<file path="src/rtl/aes_decrypt_stream_ctrl.sv">
// Streaming controller for the AES decryption path: buffers ciphertext in a
// FIFO, feeds one block at a time to the inverse-cipher core, applies optional
// CBC chaining and returns plaintext on a valid/ready output.
module aes_decrypt_stream_ctrl #(
  parameter int unsigned DATA_W       = 128,
  parameter int unsigned FIFO_DEPTH   = 4,
  parameter int unsigned CORE_TIMEOUT = 64
) (
  input  logic              clk,
  input  logic              rst,
  input  logic [DATA_W-1:0] in_data,
  input  logic              in_valid,
  output logic              in_ready,
  input  logic [DATA_W-1:0] key_in,
  input  logic              key_load,
  input  logic [DATA_W-1:0] iv_in,
  input  logic              iv_load,
  input  logic              cbc_en,
  output logic [DATA_W-1:0] core_key,
  output logic [DATA_W-1:0] core_data,
  output logic              core_start,
  input  logic              core_done,
  input  logic [DATA_W-1:0] core_result,
  output logic [DATA_W-1:0] out_data,
  output logic              out_valid,
  input  logic              out_ready,
  output logic              key_valid,
  output logic              err_timeout,
  output logic [15:0]       blk_count
);

  localparam int unsigned AW = $clog2(FIFO_DEPTH);
  localparam int unsigned TW = $clog2(CORE_TIMEOUT) + 1;
  localparam logic [AW:0]   FULL_CNT = (AW+1)'(FIFO_DEPTH);
  localparam logic [TW-1:0] TMO_LAST = TW'(CORE_TIMEOUT - 1);

  typedef enum logic [1:0] {
    S_IDLE,
    S_START,
    S_WAIT,
    S_OUTPUT
  } state_t;

  state_t state, state_nxt;

  logic [DATA_W-1:0] fifo_mem [FIFO_DEPTH];
  logic [AW-1:0]     wr_ptr, rd_ptr;
  logic [AW:0]       count;
  logic              push, pop;

  logic [DATA_W-1:0] key_reg, key_shadow, iv_shadow, chain;
  logic              key_pend, iv_pend, cbc_q;
  logic [TW-1:0]     timer;
  logic              key_valid_eff, timeout_hit;

  assign in_ready      = (count != FULL_CNT);
  assign push          = in_valid & in_ready;
  assign core_key      = key_reg;
  // A key loaded (or pending) this very IDLE cycle already counts for the pop decision.
  assign key_valid_eff = key_valid | key_load | key_pend;
  assign timeout_hit   = (timer == TMO_LAST);

  // State register
  always_ff @(posedge clk) begin
    if (rst) state <= S_IDLE;
    else     state <= state_nxt;
  end

  // Next-state decode, start pulse and FIFO pop
  always_comb begin
    state_nxt  = state;
    pop        = 1'b0;
    core_start = 1'b0;
    case (state)
      S_IDLE: begin
        if (key_valid_eff && (count != '0) && !out_valid) begin
          pop       = 1'b1;
          state_nxt = S_START;
        end
      end
      S_START: begin
        core_start = 1'b1;
        state_nxt  = S_WAIT;
      end
      S_WAIT: begin
        if (core_done)        state_nxt = S_OUTPUT;
        else if (timeout_hit) state_nxt = S_IDLE;
      end
      S_OUTPUT: begin
        if (out_ready) state_nxt = S_IDLE;
      end
      default: state_nxt = S_IDLE;
    endcase
  end

  // FIFO storage (no reset needed; pointers define validity)
  always_ff @(posedge clk) begin
    if (push) fifo_mem[wr_ptr] <= in_data;
  end

  // FIFO pointers and occupancy
  always_ff @(posedge clk) begin
    if (rst) begin
      wr_ptr <= '0;
      rd_ptr <= '0;
      count  <= '0;
    end else begin
      if (push) wr_ptr <= wr_ptr + 1'b1;
      if (pop)  rd_ptr <= rd_ptr + 1'b1;
      case ({push, pop})
        2'b10:   count <= count + 1'b1;
        2'b01:   count <= count - 1'b1;
        default: ;
      endcase
    end
  end

  // Key and IV/chain registers: loads apply in IDLE, otherwise shadowed until next IDLE
  always_ff @(posedge clk) begin
    if (rst) begin
      key_reg    <= '0;
      key_shadow <= '0;
      key_pend   <= 1'b0;
      key_valid  <= 1'b0;
      iv_shadow  <= '0;
      iv_pend    <= 1'b0;
      chain      <= '0;
    end else if (state == S_IDLE) begin
      // A fresh load in this cycle supersedes an older pending shadow value.
      if (key_load) begin
        key_reg   <= key_in;
        key_valid <= 1'b1;
      end else if (key_pend) begin
        key_reg   <= key_shadow;
        key_valid <= 1'b1;
      end
      key_pend <= 1'b0;
      if (iv_load)      chain <= iv_in;
      else if (iv_pend) chain <= iv_shadow;
      iv_pend <= 1'b0;
    end else begin
      if (key_load) begin
        key_shadow <= key_in;
        key_pend   <= 1'b1;
      end
      if (iv_load) begin
        iv_shadow <= iv_in;
        iv_pend   <= 1'b1;
      end
      if ((state == S_WAIT) && core_done && cbc_q) chain <= core_data;
    end
  end

  // Block datapath: issue, watchdog, output hold and delivery count
  always_ff @(posedge clk) begin
    if (rst) begin
      core_data   <= '0;
      cbc_q       <= 1'b0;
      timer       <= '0;
      out_data    <= '0;
      out_valid   <= 1'b0;
      blk_count   <= '0;
      err_timeout <= 1'b0;
    end else begin
      if (pop) begin
        core_data <= fifo_mem[rd_ptr];
        cbc_q     <= cbc_en;
      end
      case (state)
        S_START: timer <= '0;
        S_WAIT: begin
          timer <= timer + 1'b1;
          if (core_done) begin
            out_data  <= core_result ^ (cbc_q ? chain : '0);
            out_valid <= 1'b1;
          end else if (timeout_hit) begin
            err_timeout <= 1'b1;
          end
        end
        S_OUTPUT: begin
          if (out_ready) begin
            out_valid <= 1'b0;
            blk_count <= blk_count + 16'd1;
          end
        end
        default: ;
      endcase
    end
  end

endmodule

</file>
<file path="config.mk">
export PLATFORM = sky130hd
export DESIGN_NAME = aes_decrypt_stream_ctrl
export DESIGN_NICKNAME = d
export VERILOG_FILES = /design/src/rtl/aes_decrypt_stream_ctrl.sv
export SDC_FILE = /design/constraint.sdc
export NUM_CORES = 2
export LEC_CHECK = 0
export BUFFER_PORTS_ARGS = -buffer_cell sky130_fd_sc_hd__buf_2
export CORE_AREA = 2 2 365 367
export DETAILED_ROUTE_END_ITERATION = 7
export DIE_AREA = 0 0 367 369
export HOLD_SLACK_MARGIN = 0.15
export PLACE_DENSITY = 0.7
export SYNTH_ARGS = -nofsm -noshare
export SYNTH_HDL_FRONTEND = slang
export SYNTH_SLANG_ARGS = --single-unit
</file>
<file path="constraint.sdc">
create_clock -name clk -period 6.8 [get_ports clk]
set_clock_uncertainty 0.05 [all_clocks]
set_input_delay 0 -clock clk [delete_from_list [all_inputs] [get_ports clk]]
set_output_delay 0 -clock clk [all_outputs]
set_load 0.01 [all_outputs]
</file>
Yosys cells after proc, flatten, opt, wreduce, memory -nomap -nowiden
Memories as Yosys holds them, arrays and structs flattened. A register that Yosys moved wholly into a read port is not among the register bits.
Cells that the tools add are included.
{"block": "totals", "ramBits": 512, "n_memories": 1, "reg_bits": 678, "inputBits": 520}
{"block": "classes", "mux": 24, "bitwise": 6, "eq_ne": 12, "addsub": 6, "n_reduce_logical": 22}
{"name": "fifo_mem", "depth": 4, "width": 128, "rd": 1, "rd_ports_with_merged_regs": 1, "write_ports": 1, "line": "46", "rtl": "logic [DATA_W-1:0] fifo_mem [FIFO_DEPTH];"}
{"op": "$mux 128", "n": 7}
{"op": "$xor 128x128->128", "n": 1}
{"op": "$add 16x1->16 const B", "n": 1}
{"op": "$pmux 7 s2", "n": 1}
{"op": "$reduce_and 2->1", "n": 6}
{"op": "$reduce_bool 2->1", "n": 5}
{"op": "$mux 1", "n": 9}
{"op": "$ne 3x3->1 const B", "n": 3}
{"op": "$reduce_and 3->1", "n": 3}
{"op": "$mux 2", "n": 4}
{"op": "$pmux 2 s4", "n": 1}
{"op": "$add 7x1->7 const B", "n": 1}
{"op": "$eq 7x6->1 const B", "n": 1}
{"op": "$eq 2x2->1 const B", "n": 3}
{"op": "$ne 2x2->1 const B", "n": 3}
{"op": "$pmux 3 s2", "n": 1}
{"op": "$add 2x1->2 const B", "n": 2}
{"op": "$eq 2x1->1 const B", "n": 2}
{"op": "$logic_and 1x1->1", "n": 4}
{"op": "$add 3x1->3 const B", "n": 1}
{"op": "$reduce_bool 3->1", "n": 1}
{"op": "$sub 3x1->3 const B", "n": 1}
{"op": "$logic_not 2->1", "n": 1}
{"op": "$not 1->1", "n": 2}
{"op": "5 further kinds", "n": 6}

Logic depth before layout (Yosys ltp)
{"block": "depth", "ltp_word": 8, "depth_mapped": 12, "depth_no_buf": 11}

Least setup slack after synthesis
No wires, ideal clock.
{"block": "synth_path", "kind": "register to register", "start": "reg count[0]", "end": "mem fifo_mem[0][0] (enable)", "arrival_ns": 3.619, "n_path_buf": 0, "setup_time_ns": 0.503, "synth_period_minus_slack_ns": 4.173, "path_stages_with_launch": 3, "setup_slack_ns": 2.627, "cell_sequence": "dfxtp_1 -> or3b_1 -> and3_1"}
{"block": "synth_between", "elab_chain_cells": 4}
{"element": "start, declared", "line": "48", "rtl": "logic [AW:0] count;"}
{"element": "start signal, assigned", "line": "111", "rtl": "2'b10: count <= count + 1'b1;"}
{"element": "start signal, assigned", "line": "112", "rtl": "2'b01: count <= count - 1'b1;"}
{"element": "$ne 3x3->1", "line": "56", "rtl": "assign in_ready = (count != FULL_CNT);"}
{"element": "via in_ready", "line": "13", "rtl": "output logic in_ready,"}
{"element": "$and 1x1->1", "line": "57", "rtl": "assign push = in_valid & in_ready;"}
{"element": "$mux 1", "line": "98", "rtl": "if (push) fifo_mem[wr_ptr] <= in_data;"}
{"element": "$mux 1 (implied by the code)", "line": "98"}
{"element": "end, declared", "line": "46"}
The timed path passes the listed nets, and every way through them passes these cells.

Worst setup path in the final report
{"block": "layout_path", "start": "reg state[0]", "end": "reg cbc_q"}
{"block": "layout_between", "elab_chain_cells": 2}
{"element": "start, declared", "line": "44", "rtl": "state_t state, state_nxt;"}
{"element": "start signal, assigned", "line": "66", "rtl": "else state <= state_nxt;"}
{"element": "$logic_not 2->1", "line": "74", "rtl": "case (state)"}
{"element": "$mux 1", "line": "74"}
{"element": "end signal, assigned", "line": "167", "rtl": "cbc_q <= cbc_en;"}
{"element": "end, declared", "line": "52", "rtl": "logic key_pend, iv_pend, cbc_q;"}
Every way passes these cells.
A chain may end at the register's enable or synchronous reset.

==> reports/qor.tcl <==
set qor(worst_ep_required_time_ns) 7.46
set qor(setup_total_neg_slack_ns) 0
set qor(htreeDepth) 4
set qor(floorplan.die_area_um2) 135000
set qor(route.detailed.wl_per_inst_um) 21.1
set qor(critical_path.endpoint_type) {flop}
set qor(cts-hold-fix-buffers) 1108
set qor(timing_hold_violations_final) 0
set qor(hp-start) {key_in[7]}
set qor(largest_net_degree_at_the_start_of_global_routing) 220
set qor(rr_worst_depth) 9
set qor(grt_busiest_layer) {met2}
set qor(finalWirelength_mm) 178
set qor(achievable-frequency_mhz) 236
set qor(syn-cell-area_um2) 51800
set qor(cts_sinks) 1318
set qor(hpwlAfterDp_mm) 99.7
set qor(syn_area_per_cell_um2) 11.1
set qor(dieWidth_um) 367
set qor(status) {finished clean}
set qor(use_met3) 0.0589
set qor(p_switching_mw) 8.46
set qor(gr-usage-met2) 0.432
set qor(design_area_um2) 73400
set qor(dpl_cell_area_um2) 57600
set qor(postCtsSetupBuffers) 0
set qor(worstSetupStartpointType) {flop}
set qor(detail_route.vias_per_cell) 5.31
set qor(placement.io_buffers) 924
set qor(synthTopCellsByArea) {dfxtp_1, edfxtp_1, mux2i_1, nand2_1, mux4_2}
set qor(number_of_global_route_vias_before_repair) 45596
set qor(global_route_wire_length_before_repair_mm) 268
set qor(worst_skew_pair.late_latency_ns) 0.78
set qor(coreArea_um2) 131000
set qor(finalCritPeriodShare) 0.623
set qor(rsz0062_at_grt) {no}
set qor(vias) 44717
set qor(max_slew.worst_pin.slew_ns) 1.23
set qor(synth_sequential_area_ratio) 0.608
set qor(synth.distinct_cells) 40
set qor(number_of_antenna_violations_at_the_first_check_in_global_routing) 47
set qor(grt_remaining_overflow) 0
set qor(irDropWorstVdd_mv) 0.249
set qor(drive_gt1_frac) 0.197
set qor(globalplace.congestion) 0.863
set qor(sequentialPowerShare) 0.419
set qor(drv.max_cap_violation_count) 0
set qor(yosys_warnings) 0
set qor(post_synthesis_cells) 4658
set qor(grtUsageMet1) 0.302
set qor(ant_nets) 0
set qor(cts_tree) {yes}
set qor(drtIter0Drc) 3771
set qor(synth.ff_latch_count) 1318
set qor(power.share.switching) 0.336
set qor(cts.reportedPaths.clkPinSlew_ns) 0.06
set qor(root_buffer) {clkbuf_16}
set qor(std_cell_rows) 133
set qor(timing.hold.worst_endpoint) {core_key[7]}
set qor(power_per_cell_area_nw_per_um2) 342
set qor(drc) 0
set qor(cts_made_buffers) 139
set qor(rr_startpoint) {state[0]}
set qor(finalCriticalPeriod_ns) 4.23
set qor(die-height_um) 369
set qor(static-leakage-power_nw) 28.6
set qor(post_syn_nets) 5191
set qor(worstSetupPathType) {reg2reg}
set qor(worst_r2r_endpoint) {cbc_q}
set qor(maxSlewViolCount) 0
set qor(pwr-share-clk) 0.308
set qor(nets) 7046
set qor(synth_largest_type_area_fraction) 0.311
set qor(floorplan.io_pins) 925
set qor(area.growth.synth_to_final_pct) 41.7
set qor(slew_headroom) 0.180
set qor(hold_class) {in2reg}
set qor(setup-violations-final) 0
set qor(p_int_mw) 16.7
set qor(critical_path_arrival_ns) 4.89
set qor(ctsLongestPathBuffers) 3
set qor(post-synth-top-area-cell) {dfxtp_1}
set qor(drtPass1Iterations) 7
set qor(holdPathStages) 4
set qor(cts_repair_resize_count) 0
set qor(initial_standard_cell_utilization_of_the_core) 0.395
set qor(globalRouteTotalUtil) 0.254
set qor(p_comb_frac) 0.273
set qor(critPathMaxFanout) 73
set qor(slack_of_the_worst_reg_to_reg_path_ns) 2.57
[how the worst max path moves through the flow]
stage,endpoint,from
4_1_cts,cbc_q,state[0]
5_1_grt,cbc_q,state[0]
6_report,cbc_q,state[0]
3_5_place_dp,count[2],state[0]
3_3_place_gp,count[2],state[0]
2_1_floorplan,fifo_mem[0][0],count[0]
[stage by stage]
step	hold slack (ns)	std cells	worst slack (ns)	total power, mW	utilization
detailed placement	0.167	7019	2.69	16.7	0.439
global placement	0.161	7019	2.71	16.6	0.439
floorplan	0.0489	4658	2.63	14.5	-
global route	0.176	8417	2.14	26.2	0.560
finish	0.188	8422	2.57	25.1	0.560
CTS	0.150	8381	2.35	25.0	0.559
[power groups by stage]
| stage | registers, mW | logic, mW | clock network (mW) |
|---|---|---|---|
| after floorplan | 10.5 | 3.99 | 0 |
| after global placement | 10.6 | 5.99 | 0 |
| after detailed placement | 10.6 | 6.12 | 0 |
| after CTS | 10.5 | 6.70 | 7.81 |
| after global routing | 10.6 | 7.44 | 8.16 |
| final | 10.5 | 6.87 | 7.74 |
[layout make-up]
type,count,area (um2)
Clock buffer,197,3820
Sequential cell,1318,31500
Fill cell,10108,57700
Multi-Input combinational cell,2976,18700
Inverter,13,51.3
Timing Repair Buffer,2065,16200
Antenna cell,41,103
Tap cell,1755,2200
Clock inverter,57,848
[state kept, by name, indices dropped and copies added (netlist names), 3 cells and up]
name        count
key_shadow    128
blk_count      16
core_key      128
out_data      128
timer           7
iv_shadow     128
count           3
chain         128
core_data     128
fifo_mem      512
[logic make-up (layout without fill, tap and decap cells)]
| group | count (synthesis) | after routing | share of synthesized area |
|---|---|---|---|
| DFF | 1318 | 1318 | 0.608 |
| AOI/OAI and AO/OA | 801 | 801 | 0.0901 |
| adders and majority gates | 13 | 13 | 0.00328 |
| and+or+nand+nor | 1502 | 1502 | 0.112 |
| xor gates and xnor gates | 147 | 147 | 0.0248 |
| other | 0 | 41 | 0 |
| muxes | 513 | 513 | 0.130 |
| buffers and inverters | 364 | 2332 | 0.0319 |
[routing by layer]
metal,wire length [um],vias up
met2,86500,2253
met5,104,-
met1,69100,21704
met3,13600,651
met4,8790,18
li1,-,20091
[cells in the mapped netlist, drive strengths merged]
master  number
o31a         1
nand2      908
and3         6
or4          1
edfxtp     512
a31o         1
ha          12
o31ai        1
nor2       540
or3b         1
a21o         1
a21oi      528
clkbuf     143
buf        208
mux2i      385
xnor2        6
or3         10
a211oi     256
a2111o       1
o21bai       1
and2         3
fa           1
o21ai       11
and4         3
nor3         3
nand4       10
nor4b        2
dfxtp      806
nand3        6
mux4       128
xor2       141
nand2b       3
inv         13
nor2b        6
[worst max-delay path, cell delays in order, from the launching register on]
cell           delay [ns]
dfxtp_1              0.34
inv_1                0.16
ha_4                 0.53
nor2b_1              0.28
nand3_4              0.40
inv_4                0.73
buf_4                0.78
nand2_1              0.11
a21oi_1              0.15
dlygate4sd3_1        0.56
[cell usage in the layout, fill, tap and decap left out, types with 5 or more instances in the layout]
| cell type | instances |
|---|---|
| a211oi_1 | 256 |
| a21oi_1 | 528 |
| buf_12 | 13 |
| buf_2 | 921 |
| buf_4 | 20 |
| bufinv_16 | 10 |
| clkbuf_1 | 46 |
| clkbuf_16 | 139 |
| clkbuf_8 | 13 |
| clkinv_16 | 9 |
| clkinv_2 | 22 |
| clkinv_4 | 5 |
| clkinv_8 | 5 |
| dfxtp_1 | 803 |
| diode_2 | 41 |
| dlygate4sd3_1 | 1108 |
| edfxtp_1 | 512 |
| ha_1 | 11 |
| inv_1 | 12 |
| mux2i_1 | 385 |
| mux4_2 | 128 |
| nand2_1 | 908 |
| nand3_1 | 5 |
| nand4_1 | 9 |
| nor2_1 | 540 |
| o21ai_0 | 10 |
| or3_1 | 10 |
| xnor2_1 | 6 |
| xor2_1 | 141 |
Note: power is estimated with default switching activity, not from simulation.
